<file path="src/rtl/entropy_symbol_encoder.sv">
// JPEG entropy symbol encoder: zigzag scan, per-channel DC differencing, run/size/amp symbol stream.
// Optional block statistics outputs (stat_nz, stat_zrl) are enabled by defining ENTROPY_ENC_STATS_EN.
module entropy_symbol_encoder #(
  parameter int CH   = 3,
  parameter int CH_W = $clog2(CH+1)
) (
  input  logic                  clk,
  input  logic                  rst,
  input  logic                  blk_valid,
  output logic                  blk_ready,
  input  logic [63:0][11:0]     blk_in,
  input  logic [CH_W-1:0]       blk_ch,
  input  logic                  dc_clear,
  output logic                  sym_valid,
  input  logic                  sym_ready,
  output logic                  sym_dc,
  output logic [3:0]            sym_run,
  output logic [3:0]            sym_size,
  output logic [10:0]           sym_amp,
  output logic [CH_W-1:0]       sym_ch,
  output logic                  sym_last
`ifdef ENTROPY_ENC_STATS_EN
  ,
  output logic [6:0]            stat_nz,
  output logic [2:0]            stat_zrl
`endif
);

  typedef enum logic [1:0] {IDLE, DC, AC, EOB} state_t;

  localparam logic [5:0] ZZ [64] = '{
    6'd0,  6'd1,  6'd8,  6'd16, 6'd9,  6'd2,  6'd3,  6'd10,
    6'd17, 6'd24, 6'd32, 6'd25, 6'd18, 6'd11, 6'd4,  6'd5,
    6'd12, 6'd19, 6'd26, 6'd33, 6'd40, 6'd48, 6'd41, 6'd34,
    6'd27, 6'd20, 6'd13, 6'd6,  6'd7,  6'd14, 6'd21, 6'd28,
    6'd35, 6'd42, 6'd49, 6'd56, 6'd57, 6'd50, 6'd43, 6'd36,
    6'd29, 6'd22, 6'd15, 6'd23, 6'd30, 6'd37, 6'd44, 6'd51,
    6'd58, 6'd59, 6'd52, 6'd45, 6'd38, 6'd31, 6'd39, 6'd46,
    6'd53, 6'd60, 6'd61, 6'd54, 6'd47, 6'd55, 6'd62, 6'd63};

  // {size, amp}; -2048 is folded onto size 11 / amp 0 to stay within the 11-bit field
  function automatic logic [14:0] vli(input logic [11:0] v);
    logic [11:0] mag;
    logic [3:0]  sz;
    logic [10:0] amp;
    mag = v[11] ? (12'd0 - v) : v;
    sz  = 4'd0;
    for (int i = 0; i < 12; i++) if (mag[i]) sz = 4'(i + 1);
    if (v == 12'h800) begin
      sz  = 4'd11;
      amp = 11'd0;
    end else if (v[11]) amp = (v[10:0] - 11'd1) & ((11'd1 << sz) - 11'd1);
    else                amp = v[10:0];
    return {sz, amp};
  endfunction

  state_t           state, nstate;
  logic [63:0][11:0] z;
  logic [CH_W-1:0]  ch_q;
  logic [11:0]      diff;
  logic [11:0]      pred [CH];
  logic [11:0]      pred_sel;
  logic [5:0]       k, nk, run, nrun, last_nz;
  logic [11:0]      cur;
  logic             accept;

  assign accept = blk_valid && blk_ready;
  assign cur    = z[k];

  always_comb begin
    last_nz = 6'd0;
    for (int i = 1; i < 64; i++) if (z[i] != 12'd0) last_nz = 6'(i);
  end

  // Out-of-range channels and a same-cycle clear both predict from zero
  always_comb begin
    pred_sel = 12'd0;
    for (int i = 0; i < CH; i++)
      if (blk_ch == CH_W'(i) && !dc_clear) pred_sel = pred[i];
  end

  always_ff @(posedge clk) begin
    if (rst) begin
      for (int i = 0; i < CH; i++) pred[i] <= 12'd0;
    end else begin
      for (int i = 0; i < CH; i++) begin
        if (dc_clear) pred[i] <= 12'd0;
        if (accept && blk_ch == CH_W'(i)) pred[i] <= blk_in[0];
      end
    end
  end

  always_ff @(posedge clk) begin
    if (accept) begin
      for (int i = 0; i < 64; i++) z[i] <= blk_in[ZZ[i]];
      ch_q <= blk_ch;
      diff <= blk_in[0] - pred_sel;
    end
  end

  always_ff @(posedge clk) begin
    if (rst) begin
      state <= IDLE;
      k     <= 6'd0;
      run   <= 6'd0;
    end else begin
      state <= nstate;
      k     <= nk;
      run   <= nrun;
    end
  end

  always_comb begin
    nstate    = state;
    nk        = k;
    nrun      = run;
    blk_ready = 1'b0;
    sym_valid = 1'b0;
    sym_dc    = 1'b0;
    sym_run   = 4'd0;
    sym_size  = 4'd0;
    sym_amp   = 11'd0;
    sym_ch    = '0;
    sym_last  = 1'b0;
    if (!rst) begin
      case (state)
        IDLE: begin
          blk_ready = 1'b1;
          if (blk_valid) nstate = DC;
        end
        DC: begin
          sym_valid           = 1'b1;
          sym_dc              = 1'b1;
          sym_ch              = ch_q;
          {sym_size, sym_amp} = vli(diff);
          if (sym_ready) begin
            nstate = (last_nz == 6'd0) ? EOB : AC;
            nk     = 6'd1;
            nrun   = 6'd0;
          end
        end
        AC: begin
          sym_ch = ch_q;
          // k never passes last_nz, so a zero here is always an interior zero
          if (cur == 12'd0) begin
            nrun = run + 6'd1;
            nk   = k + 6'd1;
          end else if (run >= 6'd16) begin
            sym_valid = 1'b1;
            sym_run   = 4'd15;
            if (sym_ready) nrun = run - 6'd16;
          end else begin
            sym_valid           = 1'b1;
            sym_run             = run[3:0];
            {sym_size, sym_amp} = vli(cur);
            sym_last            = (k == 6'd63);
            if (sym_ready) begin
              nrun = 6'd0;
              nk   = k + 6'd1;
              if (k == last_nz) nstate = (k == 6'd63) ? IDLE : EOB;
            end
          end
        end
        EOB: begin
          sym_valid = 1'b1;
          sym_last  = 1'b1;
          sym_ch    = ch_q;
          if (sym_ready) nstate = IDLE;
        end
        default: nstate = IDLE;
      endcase
    end
  end

`ifdef ENTROPY_ENC_STATS_EN
  logic [6:0] nz_cnt;
  logic [2:0] zrl_cnt;
  logic       hs_ac, is_zrl;
  assign hs_ac  = sym_valid && sym_ready && state == AC;
  assign is_zrl = sym_size == 4'd0;

  always_ff @(posedge clk) begin
    if (rst) begin
      nz_cnt   <= 7'd0;
      zrl_cnt  <= 3'd0;
      stat_nz  <= 7'd0;
      stat_zrl <= 3'd0;
    end else begin
      if (accept) begin
        nz_cnt  <= 7'd0;
        zrl_cnt <= 3'd0;
      end else if (hs_ac) begin
        if (is_zrl) zrl_cnt <= zrl_cnt + 3'd1;
        else        nz_cnt  <= nz_cnt + 7'd1;
      end
      if (sym_valid && sym_ready && sym_last) begin
        stat_nz  <= nz_cnt + 7'(hs_ac && !is_zrl);
        stat_zrl <= zrl_cnt;
      end
    end
  end
`endif

endmodule

</file>
<file path="config.mk">
export PLATFORM = sky130hd
export DESIGN_NAME = entropy_symbol_encoder
export DESIGN_NICKNAME = d
export VERILOG_FILES = /design/src/rtl/entropy_symbol_encoder.sv
export SDC_FILE = /design/constraint.sdc
export NUM_CORES = 1
export LEC_CHECK = 0
export CORE_AREA = 2 2 315 317
export CTS_CLUSTER_SIZE = 10
export DETAILED_ROUTE_END_ITERATION = 7
export DIE_AREA = 0 0 317 319
export SLEW_MARGIN = 5
export SYNTH_ARGS = -nofsm -noshare
export SYNTH_HDL_FRONTEND = slang
export SYNTH_SLANG_ARGS = --single-unit
</file>
<file path="constraint.sdc">
create_clock -name clk -period 28.4 [get_ports clk]
set_clock_uncertainty 0.15 [all_clocks]
set_input_delay 5.68 -clock clk [delete_from_list [all_inputs] [get_ports clk]]
set_output_delay 5.68 -clock clk [all_outputs]
set_load 0.05 [all_outputs]
</file>
After elaboration in Yosys (flattened, before gate mapping)
Memory sizes are Yosys's and may differ from the RTL's.
Index checks and enable logic that the tools add are counted.

word-level totals
  memories = 1
  RAM bits = 36
  bits in registers = 796
  input bits = 775
  output and inout bits = 25
  word-level logic and storage cells = 363
  bits in read-only memories = 0
  latch bits = 0

memory list
  memory  depth  bits a word  rd ports  clocked after memory_dff  write ports  RTL line  RTL
  pred    3      12           3         0                         3            61        logic [11:0] pred [CH];

operators by class
  eq/ne operators = 19
  multipliers = 0
  add/sub/neg operators = 10
  multiplexer cells = 171
  divide/modulo/power cells = 0
  reduce and logical (&&, ||, !) cells = 81
  bitwise gates (word level) = 8
  $lt $le $gt $ge = 2
  shifts and indexed selects = 2

operators with widths
  operator                                                                      count
  12-bit nonzero test                                                           63
  6-bit two-way mux                                                             70
  4-bit two-way mux                                                             37
  12-bit two-way mux                                                            12
  11-bit two-way mux                                                            7
  12-bit binary-select mux with 6-bit select                                    1
  11-bit by 1-bit subtractor with 11-bit output, second input constant          4
  1-bit two-way mux                                                             27
  12-bit equality test, second input constant                                   2
  6-bit one-hot mux with 2 select lines                                         2
  1-bit by 12-bit subtractor with 12-bit output, first input constant           2
  11-bit AND                                                                    2
  11-bit one-hot mux with 2 select lines                                        1
  1-bit by 4-bit << shifter with 11-bit output, first input constant            2
  2-bit two-way mux                                                             10
  2-bit inequality test, second input constant                                  7
  6-bit by 1-bit adder with 6-bit output, second input constant                 2
  12-bit zero test                                                              1
  12-bit subtractor                                                             1
  2-bit one-hot mux with 4 select lines                                         1
  4-bit one-hot mux with 2 select lines                                         1
  1-bit logical AND                                                             7
  6-bit by 7-bit less-than comparator with 1-bit output, second input constant  1
  7-bit AND reduction                                                           1
  18 further kinds                                                              29

Depth between registers and ports, before layout
  depth after elaboration = 70
  gate-level depth with buffers = 29
  depth with buffers taken out = 23

Worst setup path before layout
Ideal clock, no wire load.

  kind = input port to flip-flop
  from = input port rst
  to = register ch_q[0] (enable)
  stages = 3
  arrival time = 21,686 ps
  slack = 5,440 ps
  buffers on the path = 0
  path through = nor2_1 -> nand2_1 -> inv_1

on the way
  word-level cells in the longest chain between the ends = 2

ends and longest elaborated chain
  item                    RTL line  RTL
  start: declaration      8         input logic rst,
  1-bit two-way mux       125       if (!rst) begin
  1-bit logical AND       67        assign accept = blk_valid && blk_ready;
  named net accept        65        logic accept;
  end signal: assignment  96        ch_q <= blk_ch;
  end: declaration        59        logic [CH_W-1:0] ch_q;

The timed path passes the listed nets, and every way through them passes these cells.
A chain may end at the register's enable or synchronous reset.

Final worst setup path
  from = register k[1]
  to = output port sym_amp[6]

on the way
  word-level cells in the longest chain between the ends = 29

ends and longest elaborated chain
  item                                           RTL line  RTL
  start: declaration                             63        logic [5:0] k, nk, run, nrun, last_nz;
  start signal: assignment                       108       k <= nk;
  12-bit binary-select mux with 6-bit select *   68        assign cur = z[k];
  12-bit two-way mux (not written as such) *     68
  1-bit by 12-bit subtractor with 12-bit output  46        mag = v[11] ? (12'd0 - v) : v;
  12-bit two-way mux                             46
  1-bit two-way mux                              48        for (int i = 0; i < 12; i++) if (mag[i]) sz = 4'(i + 1);
  4-bit two-way mux (11 in a row)                48
  4-bit two-way mux                              148       end else if (run >= 6'd16) begin
  4-bit two-way mux                              145       if (cur == 12'd0) begin
  [3 not listed]                                 n/a
  11-bit by 1-bit subtractor with 11-bit output  52        end else if (v[11]) amp = (v[10:0] - 11'd1) & ((11'd1 << sz) - 11'd1);
  11-bit AND                                     52
  11-bit two-way mux                             52
  11-bit two-way mux                             49        if (v == 12'h800) begin
  11-bit two-way mux                             148
  11-bit two-way mux *                           145
  11-bit one-hot mux with 2 select lines *       126       case (state)
  11-bit two-way mux *                           125
  end: declaration                               19        output logic [10:0] sym_amp,

Every way passes the cells marked *; elsewhere a longest branch is shown, timed or not. The select of a mux whose other input is x is not followed.

==> metrics.txt <==
status=completed; CTS Buf Count=98; Post-Syn Instances=~2500; Via density=6.03; Worst Setup EP=sym_amp[6]; Slew Limit Fails=0; Layout Nets=4064; die span in y=319 um; clock root buffer=clkbuf_16; Die X-Extent=between 300 and 400 um; port bufs=799; period utilization=56.4%; vias in the first global route=28411; Pleak=~16 nW; fmax=62.4 MHz; WP data arrival=a little over 10 ns; Pwr Total=3.48 mW; Synth cell types=86; fin util=50.9%; CTS tree=done; asr flop ratio synth=0%; beginning of the critical path=k[1]; slew of the pin with the lowest slew margin=1.32 ns; prevailing post-synth register cell=edfxtp_1; clk buf depth=3; register area share after synthesis=66.2%; gpl congestion=0.990; final setup fails=0; Synth warnings=0; vias=27840; Slowest-stage cell, CP=dfxtp_4; crit path launch type=flop; Wirelength per Cell=33.9 um; RSZ-0062 raised after global routing=no; final instance area=49800 um2; worst-case reg-to-reg path depth=18; R2R setup slack=19.88 ns; EDFF count, synth=between 800 and 900; Rows=between 100 and 150; Max Cap Viol=0; cell area after synthesis=37500 um2; FILL cells=roughly 8000; synthesized area per cell=approximately 15 um2; min-delay worst type=flop to flop; Skew-Pair Late Insertion Delay=0.70 ns; CP Capture Type=primary output; endpoints failing hold=0; Routed Antenna Nets=0; top cells by area, synth=edfxtp_1 (65%), mux4_2 (9.0%), nor4_1 (3.7%), mux2i_1 (2.8%), a22oi_1 (1.5%); Yosys reg bits=832; wl on met1=60300 um; H-tree depth=3; Core Area=between 90000 and 100000 um2; Synth area leader=edfxtp_1; Area Growth Syn to Fin=32.6%; DRC Markers=0; initial antenna violation count=48; Rel. slew slack=between 10% and 20%; Clock Pin Slew Worst Setup and Hold Paths=around 0.060 ns; top routing layer used=met5; Crit Reg-Reg Endpoint=k[0]; Required @ worst endpoint=22.57 ns; placed cell area=46800 um2; Worst IR Drop VDD=0.0545 mV; WS Path Type=flop to primary output; cts repair resizes=0; reg2reg start=k[1]; fin crit period=16.02 ns; largest net degree at the start of global routing=127; total die area=101000 um2; hold-fix buffers at CTS=0; CP Max Fanout=45; TNS Setup=0 ns; Net Count, Synth=~3200; share of layout cells above drive strength 1=a little over a tenth; first drt pass iteration count=5; DRT iter0 DRCs=between 3000 and 4000; CP peak stage delay=0.89 ns; GRT Total Usage=roughly 31%; Starting Density=38.4%; # IOs=800; top-area cell type share of the netlist area=65.4%; Post-DP HPWL=126000 um; Cell Pwr Density=approximately 70 nW/um2; first-pass GRT wire length=214000 um; clock sink count=about 830; grt total ovfl=0; Routed WL=around 160000 um; Post-CTS Repair Setup Buffers=0; met2 routed WL=78000 um; DR WL met3=~12000 um
==> logic make-up after synthesis <==
| family | count (synthesis) | share of synthesized area [%] |
|---|---|---|
| adder cells (fa/ha/maj) | 23 | 0.787 |
| flip-flops | 832 | 66.2 |
| buffers and inverters | 152 | 1.94 |
| AND/OR/NAND/NOR | 744 | 11.1 |
| AO/OA/AOI/OAI | 410 | 7.38 |
| XOR/XNOR | 32 | 0.747 |
| multiplexers | 257 | 11.9 |
==> worst max-delay path, delay by kind of cell (launching register included) <==
| family | cells | cell delay (ns) |
|---|---|---|
| buffers and inverters | 5 | 2.55 |
| adder cells (fa/ha/maj) | 2 | 0.59 |
| flip-flops | 1 | 0.89 |
| AO/OA/AOI/OAI | 7 | 1.63 |
| multiplexers | 2 | 1.00 |
| AND/OR/NAND/NOR | 9 | 2.72 |
==> sequential cells by signal, indices dropped and copies added (netlist names) <==
| signal | cells |
|---|---|
| z | 768 |
| pred | 36 |
| diff | 12 |
| k | 6 |
| run | 6 |
| ch_q | 2 |
| state | 2 |
==> cells in the final DEF, fill, tap and decap left out, types with 47 or more instances in the layout <==
cell type / n
clkbuf_16: 101
mux4_2: 150
a21oi_1: 88
clkdlybuf4s50_1: 799
a22oi_1: 76
and2_1: 47
nor4_1: 218
o21ai_0: 58
edfxtp_1: 818
mux2i_1: 105
nor2_1: 106
nand2_1: 80
nand3_1: 93
==> Yosys cell counts (10+ instances only) <==
master and n:
xor2_1 14, buf_1 11, nand2b_1 31, nor3_1 36, nand3b_1 11, nand4_1 16
or3_1 13, inv_1 37, nor2_1 108, mux2i_1 105, dfxtp_1 14, o31ai_1 16
and2_1 47, or4_1 14, and3_1 11, clkbuf_1 61, o22ai_1 36, xnor2_1 18
ha_1 22, nand3_1 93, a211oi_1 10, buf_6 14, nor2b_1 22, buf_2 21
nor4_1 220, a21oi_1 88, o21ai_0 58, nand2_1 80, a22oi_1 76, a31oi_1 11
edfxtp_1 818, mux4_2 150
==> final cells by class <==
type | count | area (um2) | area share, %
Antenna cell | 29 | 72.6 | 0.146
Tap cell | 1287 | 1610 | 3.24
Multi-Input combinational cell | 1466 | 12000 | 24.1
Clock inverter | 19 | 246 | 0.495
Clock buffer | 118 | 2600 | 5.23
Timing Repair Buffer | 830 | 8230 | 16.5
Inverter | 38 | 150 | 0.302
Sequential cell | 832 | 24900 | 49.9
==> stage by stage <==
| step | hold WS, ns | instances | worst slack, ns |
|---|---|---|---|
| floorplan | 0.335 | 2450 | 5.44 |
| global placement | 0.352 | 4453 | 13.16 |
| detailed placement | 0.378 | 4453 | 13.15 |
| CTS | 0.386 | 4590 | 12.35 |
| global route | 0.431 | 4618 | 11.78 |
| finish | 0.392 | 4619 | 12.38 |
==> where the power goes <==
group	switching [mW]	internal (mW)
sequential	0.0969	1.54
clock	0.490	0.668
combinational	0.414	0.271
==> per-layer routing <==
metal / up-vias / track usage (%)
met3: 307 / 5.42
met2: 1573 / 51.4
met5: - / 0
met4: 26 / 12.6
li1: 11782 / -
met1: 14152 / 38.8
==> how the worst min path moves through the flow <==
| stage | start | to | slack (ns) | cells past startpoint |
|---|---|---|---|---|
| 5_1_grt | run[2] | run[2] | 0.43 | 2 |
| 6_report | run[2] | run[2] | 0.39 | 2 |
| 3_3_place_gp | state[0] | state[0] | 0.35 | 2 |
| 3_5_place_dp | run[2] | run[2] | 0.38 | 2 |
| 2_1_floorplan | state[0] | state[0] | 0.34 | 2 |
| 4_1_cts | run[2] | run[2] | 0.39 | 2 |
No activity file was read; power rests on OpenSTA's default activity.
